--- config.mk ---
export PLATFORM = sky130hd
export DESIGN_NAME = hit_collector
export DESIGN_NICKNAME = d
export VERILOG_FILES = /design/src/rtl/bruteforce_pkg.sv /design/src/rtl/hit_fifo.sv /design/src/rtl/hit_collector.sv
export SDC_FILE = /design/constraint.sdc
export NUM_CORES = 1
export LEC_CHECK = 0
export CAP_MARGIN = 20
export CORE_ASPECT_RATIO = 2
export CORE_MARGIN = 2
export CORE_UTILIZATION = 55
export CTS_CLUSTER_SIZE = 40
export DETAILED_ROUTE_END_ITERATION = 12
export PLACE_DENSITY = 0.75
export SLEW_MARGIN = 40
export SYNTH_ARGS = -nofsm -noshare
export SYNTH_HDL_FRONTEND = slang
export SYNTH_SLANG_ARGS = --single-unit
--- constraint.sdc ---
create_clock -name CLK -period 6.8 [get_ports CLK]
set_clock_uncertainty 0.1 [all_clocks]
set_input_delay 0.68 -clock CLK [delete_from_list [all_inputs] [get_ports CLK]]
set_output_delay 0.68 -clock CLK [all_outputs]
set_load 0.02 [all_outputs]
--- src/rtl/bruteforce_pkg.sv ---
// Shared constants for the bruteforce pipeline: candidate width, FIFO depth,
// hit counter width and the FIFO pointer-width helper.
package bruteforce_pkg;

  localparam int CAND_WIDTH = 64;
  localparam int DEF_DEPTH  = 16;
  localparam int HIT_CNT_W  = 32;

  // One extra bit beyond the address so full and empty differ after a wrap.
  function automatic int ptr_w(input int depth);
    return $clog2(depth) + 1;
  endfunction

endpackage

--- src/rtl/hit_fifo.sv ---
// First-word-fall-through synchronous FIFO with a registered head word, so the
// output is defined after reset and holds its last value while empty.
module hit_fifo
  import bruteforce_pkg::*;
#(
  parameter int WIDTH = CAND_WIDTH,
  parameter int DEPTH = DEF_DEPTH,
  localparam int PW   = ptr_w(DEPTH),
  localparam int AW   = PW - 1
) (
  input  logic             clk,
  input  logic             rst_n,
  input  logic             push,
  input  logic             pop,
  input  logic             clear,
  input  logic [WIDTH-1:0] wdata,
  output logic [WIDTH-1:0] rdata,
  output logic             full,
  output logic             empty,
  output logic [PW-1:0]    level
);

  logic [WIDTH-1:0] mem_q [DEPTH];
  logic [PW-1:0]    wr_ptr_q, wr_ptr_d;
  logic [PW-1:0]    rd_ptr_q, rd_ptr_d;
  logic [WIDTH-1:0] head_q, head_d;

  assign empty = (wr_ptr_q == rd_ptr_q);
  assign full  = (wr_ptr_q[AW-1:0] == rd_ptr_q[AW-1:0]) && (wr_ptr_q[AW] != rd_ptr_q[AW]);
  assign level = wr_ptr_q - rd_ptr_q;
  assign rdata = head_q;

  // The next head is either already in memory or is the word being written now.
  always_comb begin
    wr_ptr_d = wr_ptr_q;
    rd_ptr_d = rd_ptr_q;
    head_d   = head_q;
    if (clear) begin
      wr_ptr_d = '0;
      rd_ptr_d = '0;
    end else begin
      if (push) wr_ptr_d = wr_ptr_q + PW'(1);
      if (pop)  rd_ptr_d = rd_ptr_q + PW'(1);
      if (wr_ptr_d != rd_ptr_d) begin
        if (push && (wr_ptr_q[AW-1:0] == rd_ptr_d[AW-1:0])) head_d = wdata;
        else                                                 head_d = mem_q[rd_ptr_d[AW-1:0]];
      end
    end
  end

  always_ff @(posedge clk or negedge rst_n) begin
    if (!rst_n) begin
      wr_ptr_q <= '0;
      rd_ptr_q <= '0;
      head_q   <= '0;
    end else begin
      wr_ptr_q <= wr_ptr_d;
      rd_ptr_q <= rd_ptr_d;
      head_q   <= head_d;
    end
  end

  always_ff @(posedge clk) begin
    if (push && !clear) mem_q[wr_ptr_q[AW-1:0]] <= wdata;
  end

endmodule

--- src/rtl/hit_collector.sv ---
// Captures armed comparer hits into a FWFT FIFO with a saturating hit counter
// and sticky overflow. Optional duplicate suppression: HIT_COLLECTOR_DEDUP_EN.
module hit_collector
  import bruteforce_pkg::*;
#(
  parameter int WIDTH = CAND_WIDTH,
  parameter int DEPTH = DEF_DEPTH,
  parameter int CNT_W = HIT_CNT_W
) (
  input  logic                     CLK,
  input  logic                     reset_n,
  input  logic [WIDTH-1:0]         din,
  input  logic                     good,
  input  logic                     arm,
  input  logic                     clear,
  output logic [WIDTH-1:0]         out_data,
  output logic                     out_valid,
  input  logic                     out_ready,
  output logic [CNT_W-1:0]         hit_count,
  output logic                     overflow,
  output logic [ptr_w(DEPTH)-1:0]  level
);

  logic             hit, pop, push, drop, dup, full, empty;
  logic [CNT_W-1:0] cnt_q, cnt_d;
  logic             ovf_q, ovf_d;

  assign hit       = good & arm & ~clear;
  assign pop       = ~empty & out_ready & ~clear;
  assign push      = hit & ~dup & (~full | pop);
  assign drop      = hit & ~dup & full & ~pop;
  assign out_valid = ~empty;
  assign hit_count = cnt_q;
  assign overflow  = ovf_q;

`ifdef HIT_COLLECTOR_DEDUP_EN
  logic [WIDTH-1:0] last_q;
  logic             last_vld_q;

  assign dup = last_vld_q && (din == last_q);

  always_ff @(posedge CLK or negedge reset_n) begin
    if (!reset_n) begin
      last_q     <= '0;
      last_vld_q <= 1'b0;
    end else if (clear) begin
      last_vld_q <= 1'b0;
    end else if (push) begin
      last_q     <= din;
      last_vld_q <= 1'b1;
    end
  end
`else
  assign dup = 1'b0;
`endif

  // Every armed hit counts, including dropped and suppressed ones.
  always_comb begin
    cnt_d = cnt_q;
    ovf_d = ovf_q;
    if (clear) begin
      cnt_d = '0;
      ovf_d = 1'b0;
    end else begin
      if (hit && (cnt_q != '1)) cnt_d = cnt_q + CNT_W'(1);
      if (drop)                 ovf_d = 1'b1;
    end
  end

  always_ff @(posedge CLK or negedge reset_n) begin
    if (!reset_n) begin
      cnt_q <= '0;
      ovf_q <= 1'b0;
    end else begin
      cnt_q <= cnt_d;
      ovf_q <= ovf_d;
    end
  end

  hit_fifo #(
    .WIDTH (WIDTH),
    .DEPTH (DEPTH)
  ) u_fifo (
    .clk   (CLK),
    .rst_n (reset_n),
    .push  (push),
    .pop   (pop),
    .clear (clear),
    .wdata (din),
    .rdata (out_data),
    .full  (full),
    .empty (empty),
    .level (level)
  );

endmodule

# After elaboration in Yosys (flattened, before gate mapping)
# Memories as Yosys holds them, arrays and structs flattened. A register that Yosys moved wholly into a read port is not among the register bits.
# Cells that the tools add are included.
# totals
elab_cells	46
out_inout_bits	103
reg_bits	43
n_memories	1
in_bits	70
mem_bits_rw	1024
# memory_table
memory	depth	width	rd	rd_clocked_by_memory_dff	write_ports	line	rtl
u_fifo.mem_q	16	64	1	1	1	hit_fifo.sv:23	logic [WIDTH-1:0] mem_q [DEPTH];
# classes
reduce_logical	8
n_eq_ne	5
add_sub_neg	4
n_bitwise	12
mux	12
# op_table
operator	count
$mux W32	2
$add A32 B1 Y32 const B	1
$ne A32 B32 Y1 const B	1
$mux W5	6
$add A5 B1 Y5 const B	2
$and A1 B1 Y1	7
$eq A5 B5 Y1	1
$ne A5 B5 Y1	1
$sub A5 B5 Y5	1
$eq A4 B4 Y1	1
$mux W1	4
$not A1 Y1	4
$reduce_bool A2 Y1	2
$logic_and A1 B1 Y1	3
$logic_not A1 Y1	2
$reduce_and A2 Y1	1
$ne A1 B1 Y1	1
$or A1 B1 Y1	1

# Longest topological paths before layout
# Gate-level depths: netlist of run 1.
# logic_depth
ltp_word	10
ltp_mapped	14
ltp_nobuf	10

# Hierarchy
# Synthesis of run 1 repeated with hierarchy kept, for this count alone.
# hier_totals
hier_cells	2249
area_unflattened_um2	44839.3
# modules_own_cells
module	cells_each	n_inst	seq_area_each_um2	area_per_inst_um2
hit_fifo	2050	1	32601.3	43005.0
hit_collector	199	1	825.8	1834.3

# Least setup slack after synthesis of run 1
# Ideal clock, no wire load.
# synth_path
path_kind	reg2reg
from	register u_fifo.wr_ptr_q[0]
to	memory u_fifo.mem_q[3][0] in the netlist's numbering (enable)
n_path_buf	2
synth_period_minus_slack_ns	6.863
setup_time_ns	0.564
required_time_ns	6.136
path_slack_ns	-0.063
arrival_ns	6.198
stages_incl_launch_ff	9
cell_sequence	dfrtp_1 inv_1 ha_1 and4_1 buf_2 a31oi_1 buf_2 nand2_1 nor3_1
# synth_between
elab_chain_cells	9
elab_cells_between_ends	12
classes_between	2 x eq/ne; 2 x mux; 6 x bitwise; 2 x reduce/logical
# synth_lines
element	line	rtl
start: declaration	hit_fifo.sv:24	logic [PW-1:0] wr_ptr_q, wr_ptr_d;
start signal: assignment	hit_fifo.sv:57	wr_ptr_q <= wr_ptr_d;
$eq A5 B5 Y1	hit_fifo.sv:28	assign empty = (wr_ptr_q == rd_ptr_q);
$not A1 Y1	hit_collector.sv:29	assign pop = ~empty & out_ready & ~clear;
$and A1 B1 Y1 (2 in a row)	hit_collector.sv:29	
$or A1 B1 Y1	hit_collector.sv:30	assign push = hit & ~dup & (~full | pop);
$and A1 B1 Y1	hit_collector.sv:30	
$logic_and A1 B1 Y1	hit_fifo.sv:64	if (push && !clear) mem_q[wr_ptr_q[AW-1:0]] <= wdata;
$mux W1	hit_fifo.sv:64	
$mux W1 (implied by the code)	hit_fifo.sv:64	
end: declaration	hit_fifo.sv:23	
# Parallel ways exist; a longest one is shown, timed or not.

# Final worst setup path of run 1
# layout_path
from	register u_fifo.wr_ptr_q[2]
to	register u_fifo.head_q[51] (netlist: u_fifo.rdata[51]), read port of u_fifo.mem_q
# layout_between
elab_chain_cells	10
elab_cells_between_ends	16
classes_between	1 x add/sub; 3 x eq/ne; 4 x mux; 6 x bitwise; 2 x reduce/logical
# layout_lines
element	line	rtl
$eq A5 B5 Y1	hit_fifo.sv:28	
$not A1 Y1	hit_collector.sv:29	
$and A1 B1 Y1 (2 in a row)	hit_collector.sv:29	
$or A1 B1 Y1	hit_collector.sv:30	
$and A1 B1 Y1	hit_collector.sv:30	
$mux W5	hit_fifo.sv:42	if (push) wr_ptr_d = wr_ptr_q + PW'(1);
$mux W5	hit_fifo.sv:38	if (clear) begin
$ne A5 B5 Y1	hit_fifo.sv:44	if (wr_ptr_d != rd_ptr_d) begin
$reduce_and A2 Y1 (no line)	-	
end: declaration	hit_fifo.sv:26	logic [WIDTH-1:0] head_q, head_d;
# Parallel ways exist; a longest one is shown, timed or not. The select of a mux whose other input is x is not followed.
# A chain may end at the register's enable or synchronous reset.

==> flow_summary.toml, run 1 <==
[run_status]
run_status = "finished, final reports clean"

[yosys]
synthDominantCellAreaShare = 0.696
synth_edf_count = 1024
netlist_instances = 3001
syn_avg_cell_area_sq_um = 14.7
syn-cell-area_sq_mm = 0.0442
synth_area_leaders = "edfxtp_1 (70%), dfrtp_1 (6.1%), nand2_1 (5.7%)"
ys.flop_type = "edfxtp_1"
synthesis.nets = 3082
synth-seq-area-share = 0.756
synth.distinct_cells = 51
ys.warnings.count = 0
post-synth-top-count-cell = "edfxtp_1"
ys_async_sr_fraction = 0.0946
yosys-top-cells-count = "edfxtp_1 (1024), nand2_1 (668), a32oi_1 (256)"
ys_ff_latch = 1131
synth_top_area_cell = "edfxtp_1"

[clock_network]
cts_root_buf = "clkbuf_16"
cts_sinks = 1131
clock_path_buffers = 3
cts-hold-fix-buffers = 1
post-cts-setup-buffers = 0
worstSkewPairLatency_ns = 0.68
cts.clk_slew.worst_paths_ns = 0.07
cts_tree = "done"
cts-buffers-inserted = 92
post_cts_resized = 0
h-tree-depth = 3

[detailed_routing]
vias_per_cell = 6.35
drc = 0
drt-pass1-iter-count = 6
vias = 27100
post_drt_wl_per_cell_um = 26.1
drt_iter0_drc = 3148
antenna_left = 0
drt_wl_total_um = 111000

[final_layout]
regArea_sq_mm = 0.0334
drive_gt1_frac = 0.0743
fill_cells = 5521
multi_input_comb_area_sq_mm = 0.0101
final_core_util = 0.634
nets = 3218
area_delta_synth_final_pct = 14.7

[min_path]
min-delay-start = "overflow"
whs_path_depth = 2
hp-class = "flop to flop"
min_to = "overflow"

[power]
p_leak_nw = 17.6
p_per_area_mw_per_mm2 = 290
ir_worst_vdd_mv = 0.261

[worst_setup_path]
crit_type = "flop to flop"
cp_max_fo = 39
r2r_setup_slack_ns = 2.25
reg2reg_to = "u_fifo.rdata[51]"
cp.required_ns = 7.28
worstPathArrival_ns = 5.03
start_kind = "flop"
rr_worst_depth = 10
timing.rr.start = "u_fifo.wr_ptr_q[2]"
cp-end-kind = "flop"

[global_routing]
grt_use_total = 0.269
grt_antenna_before_repair = 6
grt-ovfl-total = 0
grt_max_degree = 156
grt_pass1_vias = 27600
grt_pass1_wl_um = 166000

[sta]
fmax_mhz = 220
rsz0062_at_grt = "false"
hold_violations = 0
slew_violations = 0
fin_crit_ns = 4.55
worstMarginPinSlew_ns = 1.01
setup_viol = 0
maxSlewHeadroom = 0.329
setup_tns_ns = 0
fin_crit_sh = 0.669

[floorplan]
num_rows = 147
fp.dieW_um = 204
die_h_um = 405
fp.dieArea_sq_mm = 0.0828
core-area_sq_mm = 0.0800
io_pins = 173
initial_core_util = 0.552

[placed_design]
hpwl_um = 60700
numPortBuffers = 172
gp_congestion = 0.894

[flow_run]
cap_violations = 0
-- layout make-up --
cell class | instances | area share
Clock buffer | 128 | 0.0515
Antenna cell | 6 | 0.000296
Clock inverter | 46 | 0.0103
Multi-Input combinational cell | 1663 | 0.199
Inverter | 14 | 0.00104
Sequential cell | 1131 | 0.659
Timing Repair Buffer | 235 | 0.0526
Tap cell | 1043 | 0.0257
-- sequential cells by signal (all words and copies together), names as in the netlist --
| signal | flops |
|---|---|
| u_fifo.rdata | 64 |
| overflow | 1 |
| u_fifo.rd_ptr_q | 5 |
| u_fifo.wr_ptr_q | 5 |
| hit_count | 32 |
| u_fifo.mem_q | 1024 |
-- layer usage --
metal / wire (um) / global-route usage / up-vias
li1: - / - / 11700
met1: 39400 / 0.319 / 13700
met2: 59100 / 0.474 / 1413
met3: 8190 / 0.0430 / 283
met4: 4650 / 0.133 / 4
met5: 24 / 0 / -
-- critical path, stage by stage, from the launching register on --
cell and delay (ns):
dfrtp_1 0.74, ha_1 0.41, and4_1 0.31, a21oi_2 0.33
mux2i_2 0.35, xnor2_1 0.25, nor4b_4 0.12, nor2_4 0.68
buf_4 0.64, nand4_1 0.20, a31oi_1 0.23
-- cell usage in the layout (no fill, tap or decap), types with 10 or more instances in the layout --
cell / n
a21oi_1: 11
a31oi_1: 65
a32oi_1: 256
buf_12: 18
buf_4: 23
bufinv_16: 10
clkbuf_1: 22
clkbuf_16: 95
clkbuf_8: 11
clkdlybuf4s50_1: 171
clkinv_2: 16
dfrtp_1: 107
edfxtp_1: 1024
ha_1: 10
inv_1: 14
mux2i_1: 194
nand2_1: 668
nand3_1: 141
nand4_1: 76
nor2_1: 105
nor2_4: 13
xnor2_1: 24
xor2_1: 19
-- logic make-up (layout without fill, tap and decap cells) --
logic type,count (synthesis),after routing,synth area share
compound gates,360,360,0.0657
xor+xnor,46,46,0.00929
fa+ha+maj,11,11,0.00328
buf+inv,207,423,0.0205
flops,1131,1131,0.756
mux,196,196,0.0445
other cells,0,6,0
simple gates,1050,1050,0.100
-- worst max path at each step --
| stage | cells past startpoint | slack [ns] | from | end |
|---|---|---|---|---|
| 3_3_place_gp | 6 | 2.05 | clear | u_fifo.mem_q[4][30] |
| 2_1_floorplan | 8 | 0.003 | u_fifo.wr_ptr_q[0] | u_fifo.mem_q[0][0] |
| 5_1_grt | 10 | 2.11 | u_fifo.wr_ptr_q[2] | u_fifo.rdata[48] |
| 6_report | 10 | 2.25 | u_fifo.wr_ptr_q[2] | u_fifo.rdata[51] |
| 4_1_cts | 10 | 2.34 | u_fifo.wr_ptr_q[2] | u_fifo.rdata[28] |
| 3_5_place_dp | 10 | 2.02 | clear | u_fifo.rdata[48] |
-- power by group --
| group | internal (W) | switching (W) |
|---|---|---|
| clock network | 0.00308 | 0.00239 |
| registers | 0.00775 | 0.000164 |
| logic | 0.000526 | 0.000793 |
-- stage by stage --
stage	cell area (sq um)	setup WS, ns	total power, W	instances	hold slack [ns]
floorplan	44200	0.00273	0.00865	3001	0.284
global placement	47200	2.05	0.00934	4071	0.422
detailed placement	47400	2.02	0.00937	4080	0.454
CTS	50500	2.34	0.0148	4255	0.468
global route	50700	2.11	0.0151	4264	0.496
finish	50700	2.25	0.0147	4266	0.458
Power figures use the tool's default switching activity.
==> run 2: changes to the inputs <==
- PLACE_DENSITY: 0.75 -> 0.72
- clock period: 6.8 -> 4.7 ns (I/O delays scaled with it)
==> run 2 against run 1 <==
  * Sequential power increased by 45%
  * Critical path type unchanged
  * Clock-buffer cell count decreased by 14
  * Combinational power increased by 44%
  * Fmax increased by 4.1%
  * Largest power group unchanged
  * First-iteration DRC count increased by 1.5%
==> flow_summary.toml, run 2 (synthesis gave the netlist of run 1 again) <==
[run_status]
run_status = "finished, final reports clean"

[final_layout]
final_cell_area_sq_mm = 0.0509
final_cell_mix = "edfxtp_1 (1024), nand2_1 (668), a32oi_1 (256)"
fin_cells = 4290
regArea_sq_mm = 0.0334
fill_cells = 5568
area_delta_synth_final_pct = 15.3
multi_input_comb_area_sq_mm = 0.0101
largest_reg_flops = 1024
final_common_cell = "edfxtp_1"
nets = 3242
drive_gt1_frac = 0.0794

[worst_setup_path]
worstPathArrival_ns = 4.85
cp-end-kind = "flop"
rr_worst_depth = 11
cp_max_fo = 39
start_kind = "flop"
reg2reg_to = "u_fifo.rdata[47]"
slowest_stage = "buf_4"
crit_type = "flop to flop"
timing.rr.start = "u_fifo.rd_ptr_q[3]"
slowest_delay_ns = 0.64
cp.required_ns = 5.18
crit_path_frequent_cell = "buf_4"
path_cells = "inv_1 > ha_1 > and4_1 > a21oi_2 > mux2i_2 > xnor2_1 > nor4b_4 > buf_4 > buf_4 > a32oi_1 > a31oi_1"
r2r_setup_slack_ns = 0.33

[floorplan]
io_pins = 173
num_rows = 147
fp.dieArea_sq_mm = 0.0828
fp.dieW_um = 204
die_h_um = 405
initial_core_util = 0.552
core-area_sq_mm = 0.0800

[clock_network]
worstSkewPairLatency_ns = 0.67
cts_tree = "done"
cts_sinks = 1131
post-cts-setup-buffers = 0
cts-hold-fix-buffers = 1
clock_path_buffers = 3
h-tree-depth = 3
post_cts_resized = 0
cts_root_buf = "clkbuf_16"
cts-buffers-inserted = 92
cts.clk_slew.worst_paths_ns = 0.07

[detailed_routing]
vias_per_cell = 6.43
drt_wl_total_um = 115000
post_drt_wl_per_cell_um = 26.8
drc = 0
antenna_left = 0
drt-pass1-iter-count = 6
vias = 27600
drt_iter0_drc = 3194

[placed_design]
place_area_sq_mm = 0.0478
gp_congestion = 0.856
post-place-cells = 4109
hpwl_um = 61400
numPortBuffers = 172

[sta]
maxSlewHeadroom = 0.346
slew_violations = 0
fin_crit_ns = 4.37
fin_crit_sh = 0.930
rsz0062_at_grt = "false"
hold_violations = 0
fmax_mhz = 229
worstMarginPinSlew_ns = 0.982
setup_viol = 0

[global_routing]
grt_pass1_wl_um = 170000
grt_use_total = 0.277
grt_pass1_vias = 28000
grt-ovfl-total = 0
grt_max_degree = 141
grt_antenna_before_repair = 8

[power]
ir_worst_vdd_mv = 0.290
p_per_area_mw_per_mm2 = 418
p_leak_nw = 17.8

[flow_run]
cap_violations = 0

[min_path]
hp-class = "input pin to async pin"
[run 2: cell count changes in the layout (fill, tap and decap cells not counted), sizes merged]
cell      before  now
diode          6    9
buf           63   86
clkinv        29   38
clkinvlp       4    5
bufinv        10   12
clkbuf       128  115
inv           17   16
[run 2: power by group]
part           total (W)  internal, W  switching, W
clock network    0.00795      0.00446       0.00348
registers         0.0115       0.0112      0.000260
logic            0.00190     0.000768       0.00113
total             0.0213       0.0164       0.00487
[run 2: worst max-delay path by stage]
stage,slack [ns],end,cells after the start,start
after floorplan,-0.45,u_fifo.mem_q[15][0],8,u_fifo.wr_ptr_q[0]
after global placement,0.68,u_fifo.rdata[46],11,u_fifo.rd_ptr_q[3]
after detailed placement,0.54,u_fifo.rdata[50],11,u_fifo.rd_ptr_q[3]
after CTS,0.49,u_fifo.rdata[50],11,u_fifo.rd_ptr_q[3]
after global routing,0.13,u_fifo.rdata[47],11,u_fifo.rd_ptr_q[3]
final,0.33,u_fifo.rdata[47],11,u_fifo.rd_ptr_q[3]
[run 2: routing by layer]
| layer | GRT usage | wire (um) | vias up | share of wire |
|---|---|---|---|---|
| met3 | 0.0418 | 9550 | 311 | 0.083 |
| li1 | - | - | 11800 | - |
| met4 | 0.134 | 4860 | 2 | 0.042 |
| met2 | 0.477 | 58600 | 1523 | 0.51 |
| met1 | 0.343 | 42000 | 13900 | 0.37 |
| met5 | 0 | 13 | - | 0.00011 |
[run 2: final cells by class]
class                      instances  share of cell area
tap                             1043              0.0256
multi-input combinational       1663               0.199
clock inverter                    57              0.0116
timing repair buffer             259              0.0573
antenna                            9            0.000442
sequential                      1131               0.656
clock buffer                     114              0.0493
inverter                          14             0.00103
[run 2: per-stage QoR]
step | setup WS [ns] | total power [W] | setup TNS, ns | hold WS [ns] | utilization
finish | 0.330 | 0.0213 | 0 | 0.317 | 0.637
detailed placement | 0.541 | 0.0136 | 0 | 0.426 | 0.597
CTS | 0.487 | 0.0214 | 0 | 0.339 | 0.636
global route | 0.135 | 0.0219 | 0 | 0.362 | 0.637
floorplan | -0.445 | 0.0125 | -291.94 | 0.0744 | -
global placement | 0.677 | 0.0135 | 0 | 0.418 | 0.596
[run 2: critical path: cells and delay by family, from the launching register on]
| kind | cells | cell delay (ns) |
|---|---|---|
| buf+inv | 3 | 1.35 |
| flops | 1 | 0.46 |
| simple gates | 2 | 0.58 |
| xor+xnor | 1 | 0.17 |
| mux | 1 | 0.36 |
| compound gates | 3 | 0.75 |
| fa+ha+maj | 1 | 0.40 |
